### config.mk
export PLATFORM = sky130hd
export DESIGN_NAME = cpu_control_fsm
export DESIGN_NICKNAME = d
export VERILOG_FILES = /design/src/rtl/cpu_pkg.sv /design/src/rtl/pc_counter.sv /design/src/rtl/cpu_control_fsm.sv
export SDC_FILE = /design/constraint.sdc
export NUM_CORES = 1
export LEC_CHECK = 0
export CAP_MARGIN = 5
export CORE_MARGIN = 2
export CORE_UTILIZATION = 41
export CTS_CLUSTER_SIZE = 24
export DETAILED_ROUTE_END_ITERATION = 8
export PLACE_DENSITY_LB_ADDON = 0.25
export SYNTH_ARGS = -nofsm -noshare
export SYNTH_HDL_FRONTEND = slang
export SYNTH_SLANG_ARGS = --single-unit
export TNS_END_PERCENT = 50
### constraint.sdc
create_clock -name clk -period 1.5 [get_ports clk]
set_input_delay 0.3 -clock clk [delete_from_list [all_inputs] [get_ports clk]]
set_output_delay 0.3 -clock clk [all_outputs]
set_load 0.02 [all_outputs]
### src/rtl/cpu_pkg.sv
`default_nettype none
// ============================================================================
// Module      : cpu_pkg
// Description : Shared definitions for the 8-bit processor control sequencer:
//               opcode values, sequencer state encoding and instruction-field
//               bit positions.
// Revision    : 1.0 - initial release
// ============================================================================
package cpu_pkg;

    // Opcodes (ir[15:12]); 7..15 are undefined
    localparam logic [3:0] OP_LOAD  = 4'd0;
    localparam logic [3:0] OP_STORE = 4'd1;
    localparam logic [3:0] OP_ADD   = 4'd2;
    localparam logic [3:0] OP_SUB   = 4'd3;
    localparam logic [3:0] OP_JMP   = 4'd4;
    localparam logic [3:0] OP_JZ    = 4'd5;
    localparam logic [3:0] OP_HALT  = 4'd6;

    // Sequencer states, 4-bit encoding
    typedef enum logic [3:0] {
        S_IDLE   = 4'd0,
        S_FETCH  = 4'd1,
        S_LATCH  = 4'd2,
        S_DECODE = 4'd3,
        S_LD_MEM = 4'd4,
        S_LD_WB  = 4'd5,
        S_ST_RD  = 4'd6,
        S_ST_MEM = 4'd7,
        S_RD_A   = 4'd8,
        S_RD_B   = 4'd9,
        S_WB     = 4'd10,
        S_HALT   = 4'd11
    } state_e;

    // Instruction field slice positions
    localparam int c_opc_hi  = 15;
    localparam int c_opc_lo  = 12;
    localparam int c_rd_hi   = 11;
    localparam int c_rd_lo   = 8;
    localparam int c_rs_hi   = 7;
    localparam int c_rs_lo   = 4;
    localparam int c_rt_hi   = 3;
    localparam int c_rt_lo   = 0;
    localparam int c_addr_hi = 7;
    localparam int c_addr_lo = 0;

endpackage
`default_nettype wire

### src/rtl/pc_counter.sv
`default_nettype none
// ============================================================================
// Module      : pc_counter
// Description : Program counter register with asynchronous active-high reset.
//               load_i has priority over inc_i; increment wraps modulo 2^PC_W.
// Ports       : clk, rst         - clock, async active-high reset
//               inc_i            - advance pc by one
//               load_i           - overwrite pc with load_val_i
//               load_val_i       - jump target
//               pc_o             - current program counter
// Revision    : 1.0 - initial release
// ============================================================================
module pc_counter
    import cpu_pkg::*;
#(
    parameter int PC_W = 8
) (
    input  logic            clk,
    input  logic            rst,
    input  logic            inc_i,
    input  logic            load_i,
    input  logic [PC_W-1:0] load_val_i,
    output logic [PC_W-1:0] pc_o
);

    logic [PC_W-1:0] pc_q;
    logic [PC_W-1:0] pc_d;

    always_comb begin
        pc_d = pc_q;
        if (load_i) begin
            pc_d = load_val_i;
        end else if (inc_i) begin
            pc_d = pc_q + {{(PC_W-1){1'b0}}, 1'b1};
        end
    end

    always_ff @(posedge clk or posedge rst) begin
        if (rst) begin
            pc_q <= '0;
        end else begin
            pc_q <= pc_d;
        end
    end

    assign pc_o = pc_q;

endmodule
`default_nettype wire

### src/rtl/cpu_control_fsm.sv
`default_nettype none
// ============================================================================
// Module      : cpu_control_fsm
// Description : Multi-cycle fetch/decode/execute sequencer for the 8-bit
//               processor. Owns pc and ir and issues every one-cycle read and
//               write strobe to instruction memory, register file, data memory
//               and the ALU/write-back path.
// Ports       : clk, reset       - clock, async active-high reset
//               start            - begin execution (sampled in IDLE only)
//               imem_data        - instruction memory read data
//               zero             - ALU zero flag (sampled in DECODE only)
//               imem_addr/imem_rd           - instruction fetch
//               rf_addr/rf_re/rf_we/rf_wsel - register file control
//               alu_a_ld/alu_b_ld/alu_op    - ALU operand latch and op
//               dmem_addr/dmem_re/dmem_we   - data memory control
//               busy/halted/illegal         - status
// Revision    : 1.0 - initial release
// ============================================================================
module cpu_control_fsm
    import cpu_pkg::*;
#(
    parameter int PC_W = 8,
    parameter int IR_W = 16
) (
    input  logic            clk,
    input  logic            reset,
    input  logic            start,
    input  logic [IR_W-1:0] imem_data,
    input  logic            zero,
    output logic [PC_W-1:0] imem_addr,
    output logic            imem_rd,
    output logic [3:0]      rf_addr,
    output logic            rf_re,
    output logic            rf_we,
    output logic            rf_wsel,
    output logic            alu_a_ld,
    output logic            alu_b_ld,
    output logic            alu_op,
    output logic [7:0]      dmem_addr,
    output logic            dmem_re,
    output logic            dmem_we,
    output logic            busy,
    output logic            halted,
    output logic            illegal
);

    state_e          state_q;
    state_e          state_d;
    logic [IR_W-1:0] ir_q;
    logic [IR_W-1:0] ir_d;
    logic            illegal_q;
    logic            illegal_d;

    logic            w_pc_inc;
    logic            w_pc_load;
    logic [PC_W-1:0] w_pc;
    logic [3:0]      w_opcode;
    logic [3:0]      w_rd;
    logic [3:0]      w_rs;
    logic [3:0]      w_rt;
    logic [7:0]      w_addr8;

    assign w_opcode = ir_q[c_opc_hi:c_opc_lo];
    assign w_rd     = ir_q[c_rd_hi:c_rd_lo];
    assign w_rs     = ir_q[c_rs_hi:c_rs_lo];
    assign w_rt     = ir_q[c_rt_hi:c_rt_lo];
    assign w_addr8  = ir_q[c_addr_hi:c_addr_lo];

    pc_counter #(
        .PC_W       (PC_W)
    ) u_pc_counter (
        .clk        (clk),
        .rst        (reset),
        .inc_i      (w_pc_inc),
        .load_i     (w_pc_load),
        .load_val_i (PC_W'(w_addr8)),
        .pc_o       (w_pc)
    );

    always_ff @(posedge clk or posedge reset) begin
        if (reset) begin
            state_q   <= S_IDLE;
            ir_q      <= '0;
            illegal_q <= 1'b0;
        end else begin
            state_q   <= state_d;
            ir_q      <= ir_d;
            illegal_q <= illegal_d;
        end
    end

    // Strobes depend on state_q and ir_q only; zero affects just the pc load.
    always_comb begin
        state_d   = state_q;
        ir_d      = ir_q;
        illegal_d = illegal_q;
        w_pc_inc  = 1'b0;
        w_pc_load = 1'b0;
        imem_rd   = 1'b0;
        rf_addr   = 4'd0;
        rf_re     = 1'b0;
        rf_we     = 1'b0;
        rf_wsel   = 1'b0;
        alu_a_ld  = 1'b0;
        alu_b_ld  = 1'b0;
        alu_op    = 1'b0;
        dmem_re   = 1'b0;
        dmem_we   = 1'b0;

        case (state_q)
            S_IDLE: begin
                if (start) begin
                    state_d = S_FETCH;
                end
            end
            S_FETCH: begin
                imem_rd = 1'b1;
                state_d = S_LATCH;
            end
            S_LATCH: begin
                ir_d     = imem_data;
                w_pc_inc = 1'b1;
                state_d  = S_DECODE;
            end
            S_DECODE: begin
                case (w_opcode)
                    OP_LOAD:  state_d = S_LD_MEM;
                    OP_STORE: state_d = S_ST_RD;
                    OP_ADD,
                    OP_SUB:   state_d = S_RD_A;
                    OP_JMP: begin
                        w_pc_load = 1'b1;
                        state_d   = S_FETCH;
                    end
                    OP_JZ: begin
                        w_pc_load = zero;
                        state_d   = S_FETCH;
                    end
                    OP_HALT:  state_d = S_HALT;
                    default: begin
                        illegal_d = 1'b1;
                        state_d   = S_HALT;
                    end
                endcase
            end
            S_LD_MEM: begin
                dmem_re = 1'b1;
                state_d = S_LD_WB;
            end
            S_LD_WB: begin
                rf_we   = 1'b1;
                rf_addr = w_rd;
                rf_wsel = 1'b1;
                state_d = S_FETCH;
            end
            S_ST_RD: begin
                rf_re   = 1'b1;
                rf_addr = w_rd;
                state_d = S_ST_MEM;
            end
            S_ST_MEM: begin
                dmem_we = 1'b1;
                state_d = S_FETCH;
            end
            S_RD_A: begin
                rf_re    = 1'b1;
                rf_addr  = w_rs;
                alu_a_ld = 1'b1;
                state_d  = S_RD_B;
            end
            S_RD_B: begin
                rf_re    = 1'b1;
                rf_addr  = w_rt;
                alu_b_ld = 1'b1;
                state_d  = S_WB;
            end
            S_WB: begin
                rf_we   = 1'b1;
                rf_addr = w_rd;
                alu_op  = w_opcode[0];
                state_d = S_FETCH;
            end
            S_HALT: begin
                state_d = S_HALT;
            end
            default: begin
                state_d = S_IDLE;
            end
        endcase
    end

    assign imem_addr = w_pc;
    assign dmem_addr = w_addr8;
    assign busy      = (state_q != S_IDLE) && (state_q != S_HALT);
    assign halted    = (state_q == S_HALT);
    assign illegal   = illegal_q;

endmodule
`default_nettype wire

==> impl_metrics.json <==
{
  "status": "complete, but fails checks",
  "violations": "negative setup slack",
  "holdBufCountCts": 0,
  "cts_tree": "yes",
  "coreArea_um2": 3740,
  "num_vias": 1649,
  "slew_headroom_pct": 70.6,
  "wl_um": 5770,
  "synth_compound_area_share_pct": 17.8,
  "drtIter0Drc": 220,
  "final_area_um2": 2850,
  "fmax_ghz": 0.497,
  "overflow": 0,
  "initial_core_util_pct": 43.5,
  "dpl.hpwl_um": 3150,
  "drive_gt1_share_pct": 45.7,
  "antenna_cells": 0,
  "synth_mux_area_share_pct": 10.4,
  "grt_pass1_vias": 1502,
  "antenna_found_initial": 0,
  "dpl_cell_area_um2": 2380,
  "max_cap_viol_count": 0,
  "critical_path_class": "flop to output port",
  "synth_top_family_by_area": "compound AO/OA/AOI/OAI gates",
  "fin_ws_ns": -0.514,
  "reg2reg_from": "state_q[1]",
  "crit_path_end_kind": "output port",
  "wl_per_cell_um": 19.7,
  "required_ns": 1.20,
  "hold_viol": 0,
  "p_leak_nw": 1.34,
  "fin_util_pct": 76.1,
  "worst_clock_skew_ns": 0.00731,
  "dieArea_um2": 4490,
  "internal_power_w": 0.00393,
  "cts_made_buffers": 5,
  "firstDrtPassIters": 5,
  "cts.clk_slew.worst_paths_ns": 0.07,
  "synthCells": 152,
  "place_congestion": 0.793,
  "arrival_ns": 1.71,
  "crit_fanout": 4,
  "syn_avg_cell_area_um2": 10.7,
  "fp.dieH_um": 67.0,
  "synth_async_sr_flop_share_pct": 100,
  "critPathLaunchType": "flop",
  "num_rows": 22,
  "min_period_ns": 2.01,
  "synth_ff_type": "dfrtp_1",
  "synthesis.area_um2": 1630,
  "setup_viol": 41,
  "htree_levels": 2,
  "final_nets": 265,
  "period_share_pct": 134,
  "viasPerCell": 5.63,
  "ys_seq_area_share_pct": 44.6,
  "yosys.area_share.simple_pct": 16.8,
  "pwr-share-seq_pct": 23.0,
  "min_path_type": "input port to asynchronous set/reset pin",
  "drc_errors": 0,
  "switching_share_pct": 41.2,
  "clockRootBuffer": "clkbuf_8",
  "p_switching_w": 0.00275,
  "dp_cells": 270,
  "power_w": 0.00668,
  "seqCellArea_um2": 726,
  "clockBufferDepth": 2,
  "synthXorXnorAreaFrac_pct": 0.538,
  "grt.total_usage_pct": 21.5,
  "p_per_area_nw_per_um2": 2350,
  "synth_seq_cells": 29,
  "maxSlewViolCount": 0,
  "grt_pass1_wl_um": 7130,
  "power_frac_clock_pct": 12.8,
  "synth_fp_nets": 173,
  "portBuffers": 51,
  "irDropWorstVdd_uv": 1510,
  "cts_sinks": 29,
  "synth_fa_ha_area_share_pct": 0.769,
  "synth.distinct_cells": 43,
  "die_w_um": 67.0,
  "comb_power_share_pct": 64.2,
  "rsz0062_at_grt": "yes",
  "tightest_slew_ns": 0.440,
  "pin_count": 52,
  "layoutNonFillerInstCount": 293,
  "syn_to_final_growth_pct": 75.0,
  "multiInputGateArea_um2": 956,
  "yosys_warnings": 0,
  "clock_latency_ns": 0.29,
  "grt_max_degree": 30,
  "crit_start": "state_q[3]",
  "n_fill_cell": 249,
  "synth-edff-count": 0,
  "ant_nets": 0
}
==> final timing paths <==
path / end / cells past startpoint / slack (ns)
setup / recovery: rf_addr[0] / 5 / -0.51
hold / removal: u_pc_counter.pc_o[3] / 3 / 0.39
setup reg to reg: u_pc_counter.pc_o[6] / 9 / -0.39
hold reg to reg: illegal / 2 / 0.47
max in group asynchronous: state_q[0] / 3 / 0.82
min in group clk: illegal / 2 / 0.47
==> cell type report <==
class / instances / area share (%)
multi-input cells: 98 / 33.6
inverters: 9 / 1.19
clock buffers: 7 / 3.03
well taps: 48 / 2.11
flip-flops and latches: 29 / 25.5
clock inverters: 1 / 1.05
repair buffers: 101 / 33.6
==> per-layer routing <==
| layer | track usage (%) | vias to the layer above | wire [µm] |
|---|---|---|---|
| li1 | - | 740 | - |
| met1 | 27.5 | 815 | 2300 |
| met2 | 34.5 | 79 | 3010 |
| met3 | 7.09 | 15 | 330 |
| met4 | 6.12 | 0 | 127 |
| met5 | 0 | - | 0 |
==> what timing repair did <==
item / CTS / global route
resized for setup: 128 / 31
cloned: 0 / 2
setup buffers: 5 / 8
pin swaps: 11 / 9
hold endpoints to repair: 0 / 0
endpoints found under the setup margin: 56 / 41
==> power by group through the flow <==
stage / sequential, W / combinational, W / clock, W
floorplan: 0.00160 / 0.00183 / 0
global placement: 0.00146 / 0.00334 / 0
detailed placement: 0.00149 / 0.00340 / 0
CTS: 0.00149 / 0.00368 / 0.000856
global route: 0.00157 / 0.00452 / 0.000895
finish: 0.00154 / 0.00429 / 0.000853
==> critical path, stage by stage (launching register included) <==
cell and delay (ns):
dfrtp_1 0.42, or4bb_4 0.59, o21ai_4 0.11, a222oi_1 0.10
inv_1 0.09, buf_6 0.12
==> per-stage QoR <==
step | setup slack (ns) | hold WS [ns] | TNS (ns)
6_report | -0.514 | 0.390 | -12.17
5_1_grt | -0.561 | 0.445 | -14.21
4_1_cts | -0.450 | 0.397 | -7.90
3_5_place_dp | -0.607 | 0.460 | -10.16
3_3_place_gp | -0.584 | 0.456 | -9.39
2_1_floorplan | -0.203 | 0.378 | -1.32
==> cells in the final DEF, fill, tap and decap left out, drive strengths merged, types with 3 or more instances in the layout <==
| cell | n |
|---|---|
| a221o | 4 |
| dlygate4sd2 | 17 |
| nor2 | 6 |
| mux2 | 15 |
| dfrtp | 29 |
| nand2b | 8 |
| nor3 | 5 |
| buf | 64 |
| clkbuf | 8 |
| o31ai | 4 |
| nand2 | 9 |
| o22ai | 3 |
| o211ai | 3 |
| a222oi | 4 |
| nand3 | 4 |
| inv | 9 |
| o21ai | 7 |
| clkdlybuf4s50 | 19 |
| nand4 | 3 |
==> registers in the layout, indices dropped and copies added, names as in the netlist <==
name and cells:
illegal 1, u_pc_counter.pc_o 8, ir_q 16, state_q 4
==> Yosys cell counts, types with 2 or more instances <==
library cell   n  area, µm²
a21o_1         2       15.0
a221o_1        4       40.0
a222oi_1       4       40.0
buf_2          3       15.0
buf_4         10       75.1
buf_6          2       22.5
dfrtp_1       29        726
inv_1          9       33.8
mux2_1         2       22.5
mux2_2        13        146
nand2_1        9       33.8
nand2b_1       8       50.1
nand3_1        4       20.0
nand3b_1       2       15.0
nand4_1        3       18.8
nor2_1         5       18.8
nor3_1         5       25.0
o211ai_1       3       22.5
o21ai_0        5       25.0
o22ai_1        3       18.8
o31ai_1        4       30.0
or3_1          2       12.5
==> kinds of logic after synthesis <==
logic type	Yosys count
flops	29
mux	15
compound gates	36
fa+ha+maj	1
xor+xnor	1
buf+inv	25
simple gates	45
Power figures use the tool's default switching activity.
